==> config.mk <==
export PLATFORM = sky130hd
export DESIGN_NAME = golden_checker_lane
export DESIGN_NICKNAME = d
export VERILOG_FILES = /design/src/rtl/golden_checker_pkg.sv /design/src/rtl/golden_checker_lane.sv
export SDC_FILE = /design/constraint.sdc
export NUM_CORES = 1
export LEC_CHECK = 0
export ABC_AREA = 1
export BUFFER_PORTS_ARGS = -buffer_cell sky130_fd_sc_hd__buf_2
export CORE_ASPECT_RATIO = 1.25
export CORE_MARGIN = 4
export CORE_UTILIZATION = 45
export DETAILED_ROUTE_END_ITERATION = 8
export GPL_TIMING_DRIVEN = 0
export PLACE_DENSITY = 0.73
export SYNTH_ARGS = -nofsm -noshare
export SYNTH_HDL_FRONTEND = slang
export SYNTH_SLANG_ARGS = --single-unit
==> constraint.sdc <==
create_clock -name clk -period 2.3 [get_ports clk]
set_input_delay 0.23 -clock clk [delete_from_list [all_inputs] [get_ports clk]]
set_output_delay 0.23 -clock clk [all_outputs]
set_load 0.1 [all_outputs]
==> src/rtl/golden_checker_pkg.sv <==
// Shared types, mailbox defaults and compare helpers for the golden result checker.
package golden_checker_pkg;

    typedef enum logic [1:0] {
        ST_IDLE    = 2'd0,
        ST_RUN     = 2'd1,
        ST_DONE    = 2'd2,
        ST_TIMEOUT = 2'd3
    } chk_state_e;

    localparam logic [15:0] DEF_END_ADDR = 16'h3fff;
    localparam logic [31:0] DEF_END_CODE = 32'hFFFF_FFFF;

    // Helpers work on a fixed wide operand; callers zero-extend (DATA_W, CNT_W <= 64).
    localparam int HELPER_W = 64;

    function automatic logic masked_mismatch(input logic [HELPER_W-1:0] act_w,
                                             input logic [HELPER_W-1:0] gold_w,
                                             input logic [HELPER_W-1:0] mask_w);
        return ((act_w ^ gold_w) & mask_w) != '0;
    endfunction

    function automatic logic [HELPER_W-1:0] sat_inc(input logic [HELPER_W-1:0] cnt,
                                                    input logic [HELPER_W-1:0] max_val);
        return (cnt == max_val) ? cnt : cnt + HELPER_W'(1);
    endfunction

endpackage

==> src/rtl/golden_checker_lane.sv <==
// One compare lane: consumes act/exp pairs, counts masked mismatches, records first failure.
module golden_checker_lane
    import golden_checker_pkg::*;
#(
    parameter int DATA_W = 32,
    parameter int LEN_W  = 16,
    parameter int CNT_W  = 16
) (
    input  logic              clk,
    input  logic              rst,
    input  logic              clear,
    input  logic              run,
    input  logic              en,
    input  logic [LEN_W-1:0]  len_r,
    input  logic [DATA_W-1:0] mask_r,
    input  logic              act_valid,
    input  logic              exp_valid,
    input  logic [DATA_W-1:0] act_data,
    input  logic [DATA_W-1:0] exp_data,
    output logic              fire,
    output logic              lane_done,
    output logic [CNT_W-1:0]  err_cnt,
    output logic [LEN_W-1:0]  first_err_idx,
    output logic              first_err_vld
);

    localparam logic [CNT_W-1:0] CNT_MAX = '1;

    logic [LEN_W-1:0] idx;
    logic [LEN_W-1:0] idx_nxt;
    logic             mismatch;

    assign idx_nxt  = idx + LEN_W'(1);
    assign fire     = run & en & (idx < len_r) & act_valid & exp_valid;
    assign mismatch = masked_mismatch(HELPER_W'(act_data), HELPER_W'(exp_data), HELPER_W'(mask_r));

    // Completion looks ahead through this cycle's fire so the FSM can leave RUN on the last edge.
    assign lane_done = ~en | (fire ? (idx_nxt == len_r) : (idx == len_r));

    always_ff @(posedge clk or posedge rst) begin
        if (rst) begin
            idx           <= '0;
            err_cnt       <= '0;
            first_err_idx <= '0;
            first_err_vld <= 1'b0;
        end else if (clear) begin
            idx           <= '0;
            err_cnt       <= '0;
            first_err_idx <= '0;
            first_err_vld <= 1'b0;
        end else if (fire) begin
            idx <= idx_nxt;
            if (mismatch) begin
                err_cnt <= CNT_W'(sat_inc(HELPER_W'(err_cnt), HELPER_W'(CNT_MAX)));
                if (!first_err_vld) begin
                    first_err_idx <= idx;
                    first_err_vld <= 1'b1;
                end
            end
        end
    end

endmodule

; Word level (Yosys, flattened, before mapping)
; Index checks and enable logic that the tools add are counted.
; Widths: inputs -> output; s select.
[op_classes]
n_eq_ne = 5
order_cmp = 1
reduce_logical = 6
mux = 14
addsub = 2
bitwise_logic = 8
[op_table]
columns = op, count
row1 = $mux 16, 10
row2 = $reduce_bool 64->1, 1
row3 = $add 16x1->16 const B, 2
row4 = $and 32x32->32, 1
row5 = $eq 16x16->1, 2
row6 = $xor 32x32->32, 1
row7 = $eq 16x16->1 const B, 1
row8 = $lt 16x16->1, 1
row9 = $reduce_and 3->1, 2
row10 = $and 1x1->1, 4
row11 = $mux 1, 4
row12 = $ne 2x2->1 const B, 2
row13 = $reduce_bool 2->1, 2
row14 = $reduce_and 2->1, 1
row15 = $not 1->1, 1
row16 = $or 1x1->1, 1
[totals]
ff_bits = 49

; Depth between registers and ports, before layout
; Gate-level depths: netlist of the first run.
[depth]
depth_word = 6
mapped_depth = 15
depth_no_buf = 14

; Worst setup path before layout of the first run
; OpenSTA, ideal clock, no wires.
[synth_path]
path_kind = register to register
start = register err_cnt[0]
end = register err_cnt[11]
setup_slack_ns = -0.156
arrival_ns = 2.388
setup_time_ns = 0.067
path_stages_with_launch = 11
period_less_slack_ns = 2.456
path_cell_list = dfrtp_1 ha_1 nand3_1 inv_2 nand3_2 nor2_4 nand4_4 nand3_2 buf_6 nand2_1 nand2_1
[synth_via]
elab_chain_cells = 5
elab_cells_between_ends = 8
[synth_rtl]
columns = element, line_no
row1 = from (decl), golden_checker_lane.sv:22  ; output logic [CNT_W-1:0] err_cnt,
row2 = from (signal assigned), golden_checker_lane.sv:54  ; err_cnt <= CNT_W'(sat_inc(HELPER_W'(err_cnt), HELPER_W'(CNT_MAX)));
row3 = $add 16x1->16, golden_checker_pkg.sv:25  ; return (cnt == max_val) ? cnt : cnt + HELPER_W'(1);
row4 = $mux 16, golden_checker_pkg.sv:25
row5 = $mux 16, golden_checker_lane.sv:53  ; if (mismatch) begin
row6 = $mux 16, golden_checker_lane.sv:51  ; end else if (fire) begin
row7 = $mux 16, golden_checker_lane.sv:46  ; end else if (clear) begin
; Parallel ways exist; a longest one is shown, timed or not. The select of a mux whose other input is x is not followed.
; A chain may end at the register's enable or synchronous reset.

; Final worst setup path of the first run
[layout_path]
start = register idx[1]
end = output port lane_done
[layout_via]
elab_chain_cells = 6
elab_cells_between_ends = 9
[layout_rtl]
columns = element, line_no
row1 = from (decl), golden_checker_lane.sv:29  ; logic [LEN_W-1:0] idx;
row2 = from (signal assigned), golden_checker_lane.sv:52  ; idx <= idx_nxt;
row3 = $lt 16x16->1, golden_checker_lane.sv:34  ; assign fire = run & en & (idx < len_r) & act_valid & exp_valid;
row4 = $and 1x1->1 (3 in a row), golden_checker_lane.sv:34
row5 = $mux 1 *, golden_checker_lane.sv:38  ; assign lane_done = ~en | (fire ? (idx_nxt == len_r) : (idx == len_r));
row6 = $or 1x1->1 *, golden_checker_lane.sv:38
row7 = to (decl), golden_checker_lane.sv:21  ; output logic lane_done,
; Every way passes the cells marked *; elsewhere a longest branch is shown, timed or not.

==> run summary, run 1 <==
Placed Cells: 924
router iterations before antenna repair: 5
Final Hold Vio Count: 0
Post-Layout Cell Count: 959
All-Layer GR Usage: 0.2529
Post-synth ARST share: 1.000
Post-Synthesis Mean Instance Area: 6.463 sq um
slowest library cell on the worst path: dfrtp_2
hold path depth: 4
worst vdd ir: 0.3424 mV
WP data arrival: 2.14 ns
vias in the first global route: 4831
r2r endpoint: first_err_idx[7]
Yosys top cell area share: 0.2928
DR vias/cell: 5.215
Synth warnings: 0
Root Driver: clkbuf_16
final period utilization: 1.029
Setup WS pre-CTS: -0.2348 ns
flop-to-flop setup slack: 0.11 ns
DR top layer: met4
Netlist cell types: 36
syn nets: 785
Leak: 3.078 nW
detailed-placement wirelength estimate: 10840 microns
Hold Path Origin: clear
Chip Width: 94.29 microns
worst r2r src: idx[10]
Antenna Cells: 0
PD cells: 407.0 nW/um^2
most common cell after layout, fill and taps aside: nand2_1
WP buf/inv: 1
Reg clk slew, reported paths: 0.07 ns
HP Class: input port to flop
critical path, cell by cell: nand2_1 > nor2_4 > nand2_2 > o21ai_1 > nand2_1 > nand2_1 > nand2_1 > nor2_1 > nand4_1 > nand2_2 > buf_12
met1 WL: 5688 microns
failing checks: negative setup slack
Mapped Cells: 648
Slew Limit Headroom: 0.5231
clk_skew: 0.009262 ns
largest net degree at the start of global routing: 41
first-pass GRT wire length: 22210 microns
post-synthesis cell area: 4188 sq um
commonest non-fill, non-tap cells in the layout: 211 x nand2_1, 153 x buf_2, 74 x nand3_1
Yosys reg bits: 49
H-tree levels: 2
sequential-to-total area share from yosys stat: 0.2928
WS Path Type: flop to output port
Area contributors post-synth: dfrtp_1 29%, nand2_1 20%, nand3_1 9.2%
Worst Path Required: 2.07 ns
CTS Buffer Depth: 2
worst slew pin tran: 0.7153 ns
row cnt: 39
area leader, netlist: dfrtp_1
initial antenna violation count: 0
fmax: 422.6 MHz
final routed wire length divided by cell count: 14.55 microns
metal2 WL: 7292 microns
DP Area: 5130 sq um
gpl congestion: 0.9355
Most used DFF post-synth: dfrtp_1
Crit Path Max Fanout: 6
Routed WL: 13950 microns
Final WS setup: -0.06622 ns
share of layout cells above drive strength 1: 0.3098
post-layout min period: 2.366 ns
CP startpoint kind: flop
area grow syn2layout: 38.48%
wire length on met3: 633 microns
Slowest Stage Delay on Critical Path: 0.45 ns
post-route ant nets: 0
Remaining Overflow, GRT: 0
status: finished, violations left
RSZ-0062 raised after global routing: yes
CTS tree: built
Reg2Reg Depth: 12
die area: 10920 sq um
count of pins over their slew limit: 0
CP Capture Type: output port
Clk Latency, worst-skew pair: 0.29 ns
MaxCap Viol Count: 0
Port-buffer cells: 152
Worst path top cell family by delay: simple AND/OR/NAND/NOR gates
Ports: 154
Die Y: 115.9 microns
EDFF count, synth: 0
via count: 5001
Initial Util: 0.4589
Final Instance Area: 5799 sq um
# setup viols final: 1
most frequent CP cell: nand2_1
clk sinks: 49
CTS buffer count: 5
WHS Endpoint: err_cnt[4]
nets: 972
initial DRC count: 286
core area: 9125 sq um
detailed-route DRC error count: 0
filler instances: 842
per-layer routing:
| metal | GRT usage | vias to the layer above |
|---|---|---|
| li1 | - | 2491 |
| met3 | 0.03182 | 27 |
| met2 | 0.4659 | 149 |
| met1 | 0.3046 | 2334 |
| met5 | 0 | - |
| met4 | 0.07803 | 0 |
how the worst max path moves through the flow:
stage | startpoint | to | slack [ns] | depth (start not counted)
finish | idx[1] | lane_done | -0.07 | 11
global route | idx[1] | lane_done | -0.20 | 12
CTS | idx[1] | lane_done | -0.04 | 13
detailed placement | idx[1] | lane_done | -0.23 | 12
global placement | idx[1] | lane_done | -0.17 | 12
floorplan | err_cnt[2] | err_cnt[11] | 0.02 | 9
cell type report:
class	instances	area [sq um]	share of cell area
plain buffers	18	117.6	0.02028
flip-flops and latches	49	1240	0.2138
inverters	66	250.2	0.04315
multi-input cells	515	2811	0.4848
clock buffers	5	125.1	0.02157
repair buffers	180	1032	0.1780
well taps	123	153.9	0.02654
clock inverters	3	68.82	0.01187
per-stage QoR:
| stage | hold slack [ns] | utilization | total power, W | TNS [ns] |
|---|---|---|---|---|
| floorplan | 0.5618 | - | 0.001186 | 0 |
| global placement | 0.4541 | 0.5600 | 0.001355 | -0.3140 |
| detailed placement | 0.1720 | 0.5622 | 0.001371 | -0.3734 |
| CTS | 0.3231 | 0.6148 | 0.002336 | -0.03840 |
| global route | 0.3452 | 0.6355 | 0.002465 | -0.2432 |
| finish | 0.3195 | 0.6355 | 0.002360 | -0.06622 |
worst register-to-register path, cell delays in order (launching register included):
cell and delay (ns):
dfrtp_2 0.44, ha_1 0.29, nand2_2 0.09, o21bai_1 0.12, a21oi_1 0.09, nor2_2 0.19
nand2_4 0.08, buf_6 0.15, o21ai_4 0.25, nand2_4 0.11, buf_6 0.16, nand2_1 0.07
nand2_1 0.06
state kept, by name, summed over array words and instances (netlist names):
signal and flops:
err_cnt 16, first_err_idx 16, idx 16, first_err_vld 1
kinds of logic (layout without fill, tap and decap cells):
kind of cell	Yosys count	count (layout)	synth area share
adder cells (fa/ha/maj)	18	18	0.05378
AND/OR/NAND/NOR	435	435	0.4631
flip-flops	49	49	0.2928
buffers and inverters	84	272	0.08186
AO/OA/AOI/OAI	40	40	0.05886
XOR/XNOR	22	22	0.04960
Yosys cell counts (7+ instances only):
library cell / count
buf_2: 7
ha_1: 18
o21ai_1: 14
or2_1: 7
nand3_1: 77
inv_2: 8
o31ai_1: 8
inv_1: 56
dfrtp_1: 49
a21oi_1: 10
clkbuf_1: 7
xor2_1: 19
nand4_1: 32
nand2_1: 221
nor2_1: 72
power by group:
| group | internal (W) | switching (W) |
|---|---|---|
| Clock | 0.000627 | 0.000330 |
| Sequential | 0.000874 | 0.0000141 |
| Combinational | 0.000203 | 0.000311 |
| Total | 0.00170 | 0.000656 |
timing repair:
item / CTS / global route
gates resized for setup: 37 / 27
endpoints found under the hold margin: 9 / 0
endpoints found under the setup margin: 2 / 49
hold buffers: 1 / 0
pin swaps: 9 / 17
setup buffers: 15 / 11
gates cloned: 0 / 0
No activity file was read; power rests on OpenSTA's default activity.
==> inputs of run 2 (changes only) <==
--- a/config.mk
+++ b/config.mk
@@ -7,7 +7,7 @@
 export LEC_CHECK = 0
 export ABC_AREA = 1
 export BUFFER_PORTS_ARGS = -buffer_cell sky130_fd_sc_hd__buf_2
-export CORE_ASPECT_RATIO = 1.25
+export CORE_ASPECT_RATIO = 0.8
 export CORE_MARGIN = 4
 export CORE_UTILIZATION = 45
 export DETAILED_ROUTE_END_ITERATION = 8
==> run summary, run 2 (same netlist as run 1, synthesis figures left out) <==
initial antenna violation count: 0 (unchanged)
leading registers by flop count: err_cnt: 16 flops, first_err_idx: 16 flops, idx: 16 flops (unchanged)
via count: 4910 (was 5001)
hold path depth: 4 (unchanged)
Antenna Cells: 0 (unchanged)
Worst Setup SP: idx[0] (was idx[1])
Slowest Stage Delay on Critical Path: 0.43 ns (was 0.45 ns)
final period utilization: 1.060 (was 1.029)
clk sinks: 49 (unchanged)
WS Path Type: flop to output port (unchanged)
CTS tree: built (unchanged)
most common cell after layout, fill and taps aside: nand2_1 (unchanged)
Die Y: 94.29 microns (was 115.9 microns)
Root Driver: clkbuf_16 (unchanged)
CTS buffer count: 5 (unchanged)
Port-buffer cells: 152 (unchanged)
WHS Endpoint: err_cnt[4] (unchanged)
die area: 10920 sq um (unchanged)
Crit Path Max Fanout: 3 (was 6)
# setup viols final: 2 (was 1)
Clk Latency, worst-skew pair: 0.29 ns (about the same)
Worst path top cell family by delay: simple AND/OR/NAND/NOR gates (unchanged)
count of pins over their slew limit: 0 (unchanged)
Final Hold Vio Count: 0 (unchanged)
row cnt: 31 (was 39)
critical path, cell by cell: buf_4 > nand3_1 > o21ai_0 > nand2_1 > nand2_1 > nand2_1 > nor2_1 > nand2_1 > nor2_1 > nand4_1 > nand2_2 > buf_12 (was nand2_1 > nor2_4 > nand2_2 > o21ai_1 > nand2_1 > nand2_1 > nand2_1 > nor2_1 > nand4_1 > nand2_2 > buf_12)
Routed WL: 14460 microns (was 13950 microns)
fmax: 410.0 MHz (was 422.6 MHz)
status: finished, violations left (unchanged)
gpl congestion: 0.9363 (was 0.9355)
MaxCap Viol Count: 0 (unchanged)
Leak: 3.009 nW (was 3.078 nW)
Pwr Total: 0.002115 W (was 0.002360 W)
Final WS setup: -0.1388 ns (was -0.06622 ns)
detailed-route DRC error count: 0 (unchanged)
initial DRC count: 387 (was 286)
CP Capture Type: output port (unchanged)
vias in the first global route: 4599 (was 4831)
CP startpoint kind: flop (unchanged)
worst slew pin tran: 0.7265 ns (was 0.7153 ns)
slowest library cell on the worst path: dfrtp_2 (unchanged)
CTS Buffer Depth: 2 (unchanged)
router iterations before antenna repair: 5 (unchanged)
setup TNS: -0.1408 ns (was -0.06622 ns)
Slew Limit Headroom: 0.5157 (was 0.5231)
clk_skew: 0.007049 ns (was 0.009262 ns)
most frequent CP cell: nand2_1 (unchanged)
DR vias/cell: 5.207 (was 5.215)
failing checks: negative setup slack (unchanged)
area grow syn2layout: 34.90% (was 38.48%)
Remaining Overflow, GRT: 0 (unchanged)
RSZ-0062 raised after global routing: yes (unchanged)
All-Layer GR Usage: 0.2553 (was 0.2529)
worst r2r src: idx[14] (was idx[10])
core area: 9076 sq um (was 9125 sq um)
WP buf/inv: 2 (was 1)
post-layout min period: 2.439 ns (was 2.366 ns)
final routed wire length divided by cell count: 15.33 microns (was 14.55 microns)
Reg clk slew, reported paths: 0.06 ns (was 0.07 ns)
H-tree levels: 2 (unchanged)
nets: 964 (was 972)
Initial Util: 0.4614 (was 0.4589)
WP data arrival: 2.21 ns (was 2.14 ns)
post-route ant nets: 0 (unchanged)
largest net degree at the start of global routing: 35 (was 41)
Ports: 154 (unchanged)
Setup WS pre-CTS: -0.2314 ns (was -0.2348 ns)
detailed-placement wirelength estimate: 11230 microns (was 10840 microns)
Worst Path Required: 2.07 ns (about the same)
HP Class: input port to flop (unchanged)
Chip Width: 115.9 microns (was 94.29 microns)
PD cells: 374.4 nW/um^2 (was 407.0 nW/um^2)
Hold Path Origin: clear (unchanged)
commonest non-fill, non-tap cells in the layout: 216 x nand2_1, 154 x buf_2, 74 x nand3_1 (was 211 x nand2_1, 153 x buf_2, 74 x nand3_1)
r2r endpoint: first_err_idx[13] (was first_err_idx[7])
flop-to-flop setup slack: 0.09 ns (was 0.11 ns)
Reg2Reg Depth: 13 (was 12)
filler instances: 837 (was 842)
share of layout cells above drive strength 1: 0.2983 (was 0.3098)
first-pass GRT wire length: 22140 microns (was 22210 microns)
worst vdd ir: 0.3283 mV (was 0.3424 mV)
[run 2: routing by layer]
layer / GRT usage / part of all wire / vias up
met1: 0.3239 / 0.41 / 2236
li1: - / - / 2466
met2: 0.4607 / 0.51 / 197
met4: 0.04928 / 0.011 / 0
met5: 0 / 0 / -
met3: 0.03735 / 0.071 / 11
[run 2: layout make-up]
| type | instances | area, sq um | area share |
|---|---|---|---|
| multi-input combinational | 515 | 2791 | 0.4941 |
| sequential | 49 | 1242 | 0.2199 |
| timing repair buffer | 172 | 975.9 | 0.1728 |
| inverter | 66 | 252.7 | 0.04474 |
| tap | 115 | 143.9 | 0.02547 |
| clock buffer | 6 | 128.9 | 0.02281 |
| buffer | 18 | 103.9 | 0.01838 |
| clock inverter | 2 | 10.01 | 0.001772 |
[run 2: timing repair]
item / CTS / global route
buffers inserted: 8 / 10
setup endpoints to repair: 2 / 49
resized for setup: 31 / 24
hold endpoints to repair: 15 / 0
hold buffers: 1 / 0
pin swaps: 4 / 6
[run 2: worst max path at each step]
| stage | cells after the start | end | slack [ns] |
|---|---|---|---|
| 2_1_floorplan | 9 | err_cnt[11] | 0.02 |
| 5_1_grt | 12 | lane_done | -0.22 |
| 3_5_place_dp | 12 | lane_done | -0.23 |
| 4_1_cts | 12 | lane_done | -0.05 |
| 3_3_place_gp | 12 | lane_done | -0.21 |
| 6_report | 12 | lane_done | -0.14 |
[run 2: tightest hold or removal path, stage by stage]
cell and delay (ns):
buf_2 0.15, nor3b_1 0.07, nand4_1 0.08, nand2_1 0.05
[run 2: power by group]
group	internal [W]	switching (W)	total, W
combinational	0.000197	0.000313	0.000510
sequential	0.000875	0.0000157	0.000890
clock	0.000400	0.000315	0.000715
[run 2: metrics by stage]
step           cells    util  area (sq um)  hold slack (ns)
6_report         943  0.6224          5649           0.3248
3_3_place_gp     915  0.5619          5100           0.4528
5_1_grt          943  0.6224          5649           0.3463
3_5_place_dp     916  0.5641          5120           0.2336
2_1_floorplan    648       -          4195           0.5618
4_1_cts          933  0.6002          5448           0.3226
==> inputs of run 3 (changes only) <==
--- a/config.mk
+++ b/config.mk
@@ -13,6 +13,7 @@
 export DETAILED_ROUTE_END_ITERATION = 8
 export GPL_TIMING_DRIVEN = 0
 export PLACE_DENSITY = 0.73
+export SLEW_MARGIN = 20
 export SYNTH_ARGS = -nofsm -noshare
 export SYNTH_HDL_FRONTEND = slang
 export SYNTH_SLANG_ARGS = --single-unit
==> constraint.sdc (replaced) <==
create_clock -name clk -period 2.82 [get_ports clk]
set_input_delay 0.282 -clock clk [delete_from_list [all_inputs] [get_ports clk]]
set_output_delay 0.282 -clock clk [all_outputs]
set_load 0.1 [all_outputs]
==> run summary, run 3 (same netlist as run 1, synthesis figures left out) <==
Logic pwr share: 0.215 (was 0.241)
PD cells: 337.6 nW/um^2 (was 374.4 nW/um^2)
WS Path Type: flop to output port (unchanged)
post-route ant nets: 0 (unchanged)
largest net degree at the start of global routing: 33 (was 35)
initial DRC count: 321 (was 387)
CP Capture Type: output port (unchanged)
die area: 10920 sq um (unchanged)
row cnt: 31 (unchanged)
DR vias/cell: 5.170 (was 5.207)
Chip Width: 115.9 microns (unchanged)
Crit Path Max Fanout: 10 (was 3)
status: finished, violations left (unchanged)
Ports: 154 (unchanged)
Worst Path Required: 2.54 ns (was 2.07 ns)
nets: 945 (was 964)
share of layout cells above drive strength 1: 0.2413 (was 0.2983)
worst slew pin tran: 0.6840 ns (was 0.7265 ns)
HP Class: input port to asynchronous set/reset pin (was input port to flop)
Leak: 2.913 nW (was 3.009 nW)
detailed-route DRC error count: 0 (unchanged)
failing checks: negative hold slack (was negative setup slack)
filler instances: 885 (was 837)
clk_skew: 0.006574 ns (was 0.007049 ns)
part of the power in the clock network: 0.380 (was 0.338)
# setup viols final: 0 (was 2)
post-CTS setup buffers: 0 (was 8)
P_sw: 0.0005221 W (was 0.0006433 W)
Antenna Cells: 0 (unchanged)
worst vdd ir: 0.2900 mV (was 0.3283 mV)
most common cell after layout, fill and taps aside: nand2_1 (unchanged)
area grow syn2layout: 26.38% (was 34.90%)
Initial Util: 0.4614 (unchanged)
Routed WL: 13430 microns (was 14460 microns)
Port-buffer cells: 152 (unchanged)
CP startpoint kind: flop (unchanged)
core area: 9076 sq um (unchanged)
post-layout min period: 2.665 ns
via count: 4772 (was 4910)
Clk Latency, worst-skew pair: 0.29 ns (about the same)
CTS Hold Bufs: 0 (was 1)
initial antenna violation count: 0 (unchanged)
switching share of power: 0.2922 (was 0.3042)
Remaining Overflow, GRT: 0 (unchanged)
H-tree levels: 2 (unchanged)
Hold Slack: -0.007377 ns (was 0.3248 ns)
commonest non-fill, non-tap cells in the layout: 221 x nand2_1, 157 x buf_2, 77 x nand3_1 (was 216 x nand2_1, 154 x buf_2, 74 x nand3_1)
vias in the first global route: 4479 (was 4599)
count of pins over their slew limit: 0 (unchanged)
Reg clk slew, reported paths: 0.07 ns (was 0.06 ns)
CTS buffer count: 5 (unchanged)
P_int: 0.001264 W (was 0.001472 W)
router iterations before antenna repair: 5 (unchanged)
Die Y: 94.29 microns (unchanged)
CTS tree: built (unchanged)
detailed-placement wirelength estimate: 11040 microns (was 11230 microns)
All-Layer GR Usage: 0.2422 (was 0.2553)
Root Driver: clkbuf_16 (unchanged)
RSZ-0062 raised after global routing: yes (unchanged)
fmax: 375.3 MHz
register share of total power: 0.405 (was 0.421)
gpl congestion: 0.9570 (was 0.9363)
WP data arrival: 2.38 ns (was 2.21 ns)
Final Hold Vio Count: 12 (was 0)
MaxCap Viol Count: 0 (unchanged)
Final Instance Area: 5293 sq um (was 5649 sq um)
CTS Buffer Depth: 2 (unchanged)
final routed wire length divided by cell count: 14.55 microns (was 15.33 microns)
first-pass GRT wire length: 21160 microns (was 22140 microns)
clk sinks: 49 (unchanged)
Slew Limit Headroom: 0.5440 (was 0.5157)
final period utilization: 0.9450
DP Area: 5112 sq um (was 5120 sq um)
# resized after CTS: 1 (was 31)
leading registers by flop count: err_cnt: 16 flops, first_err_idx: 16 flops, idx: 16 flops (unchanged)
-- run 3: per-stage QoR --
step | utilization | instances | setup slack, ns | setup TNS [ns] | power, W
2_1_floorplan | - | 648 | 0.3645 | 0 | 0.0009661
6_report | 0.5831 | 923 | 0.1552 | 0 | 0.001787
3_3_place_gp | 0.5611 | 915 | 0.3120 | 0 | 0.001108
4_1_cts | 0.5812 | 923 | 0.006625 | 0 | 0.001793
3_5_place_dp | 0.5633 | 916 | 0.2580 | 0 | 0.001121
5_1_grt | 0.5831 | 923 | -0.0001952 | -0.0001952 | 0.001857
-- run 3: cell type report --
type | instances | area [sq um] | area share
multi-input combinational | 515 | 2626 | 0.4962
sequential | 49 | 1226 | 0.2317
timing repair buffer | 153 | 793.3 | 0.1499
inverter | 66 | 247.7 | 0.04681
tap | 115 | 143.9 | 0.02719
clock buffer | 5 | 125.1 | 0.02364
buffer | 18 | 95.09 | 0.01797
clock inverter | 2 | 35.03 | 0.006619
-- run 3: routing by layer --
metal | part of all wire | wire length, microns | track usage
met1 | 0.42 | 5615 | 0.3185
met2 | 0.50 | 6679 | 0.4219
met3 | 0.075 | 1009 | 0.03863
met4 | 0.0092 | 124 | 0.04541
met5 | 0 | 0 | 0
-- run 3: worst paths after layout --
check | from | to | slack, ns | cells after the start
max | idx[14] | lane_done | 0.16 | 11
min | rst | err_cnt[3] | -0.007 | 2
min in group clk | clear | err_cnt[4] | 0.40 | 4
max in group asynchronous | rst | idx[11] | 2.31 | 3
max reg2reg | idx[14] | err_cnt[14] | 0.50 | 12
min reg2reg | first_err_idx[0] | first_err_idx[0] | 0.47 | 2
-- run 3: power by group through the flow --
stage	registers, W	clock network, W	logic, W
final	0.000724	0.000679	0.000384
after global routing	0.000725	0.000705	0.000427
after CTS	0.000724	0.000684	0.000386
after detailed placement	0.000737	0	0.000384
after global placement	0.000737	0	0.000371
after floorplan	0.000797	0	0.000169
-- run 3: critical path, cell delays in order (launching register included) --
cell     delay, ns
dfrtp_1       0.43
ha_1          0.30
nand2_1       0.06
inv_2         0.05
nand3_1       0.15
nor3_2        0.22
nand2_1       0.17
nand2_4       0.20
inv_2         0.05
o21a_1        0.16
nand2_1       0.08
buf_6         0.22
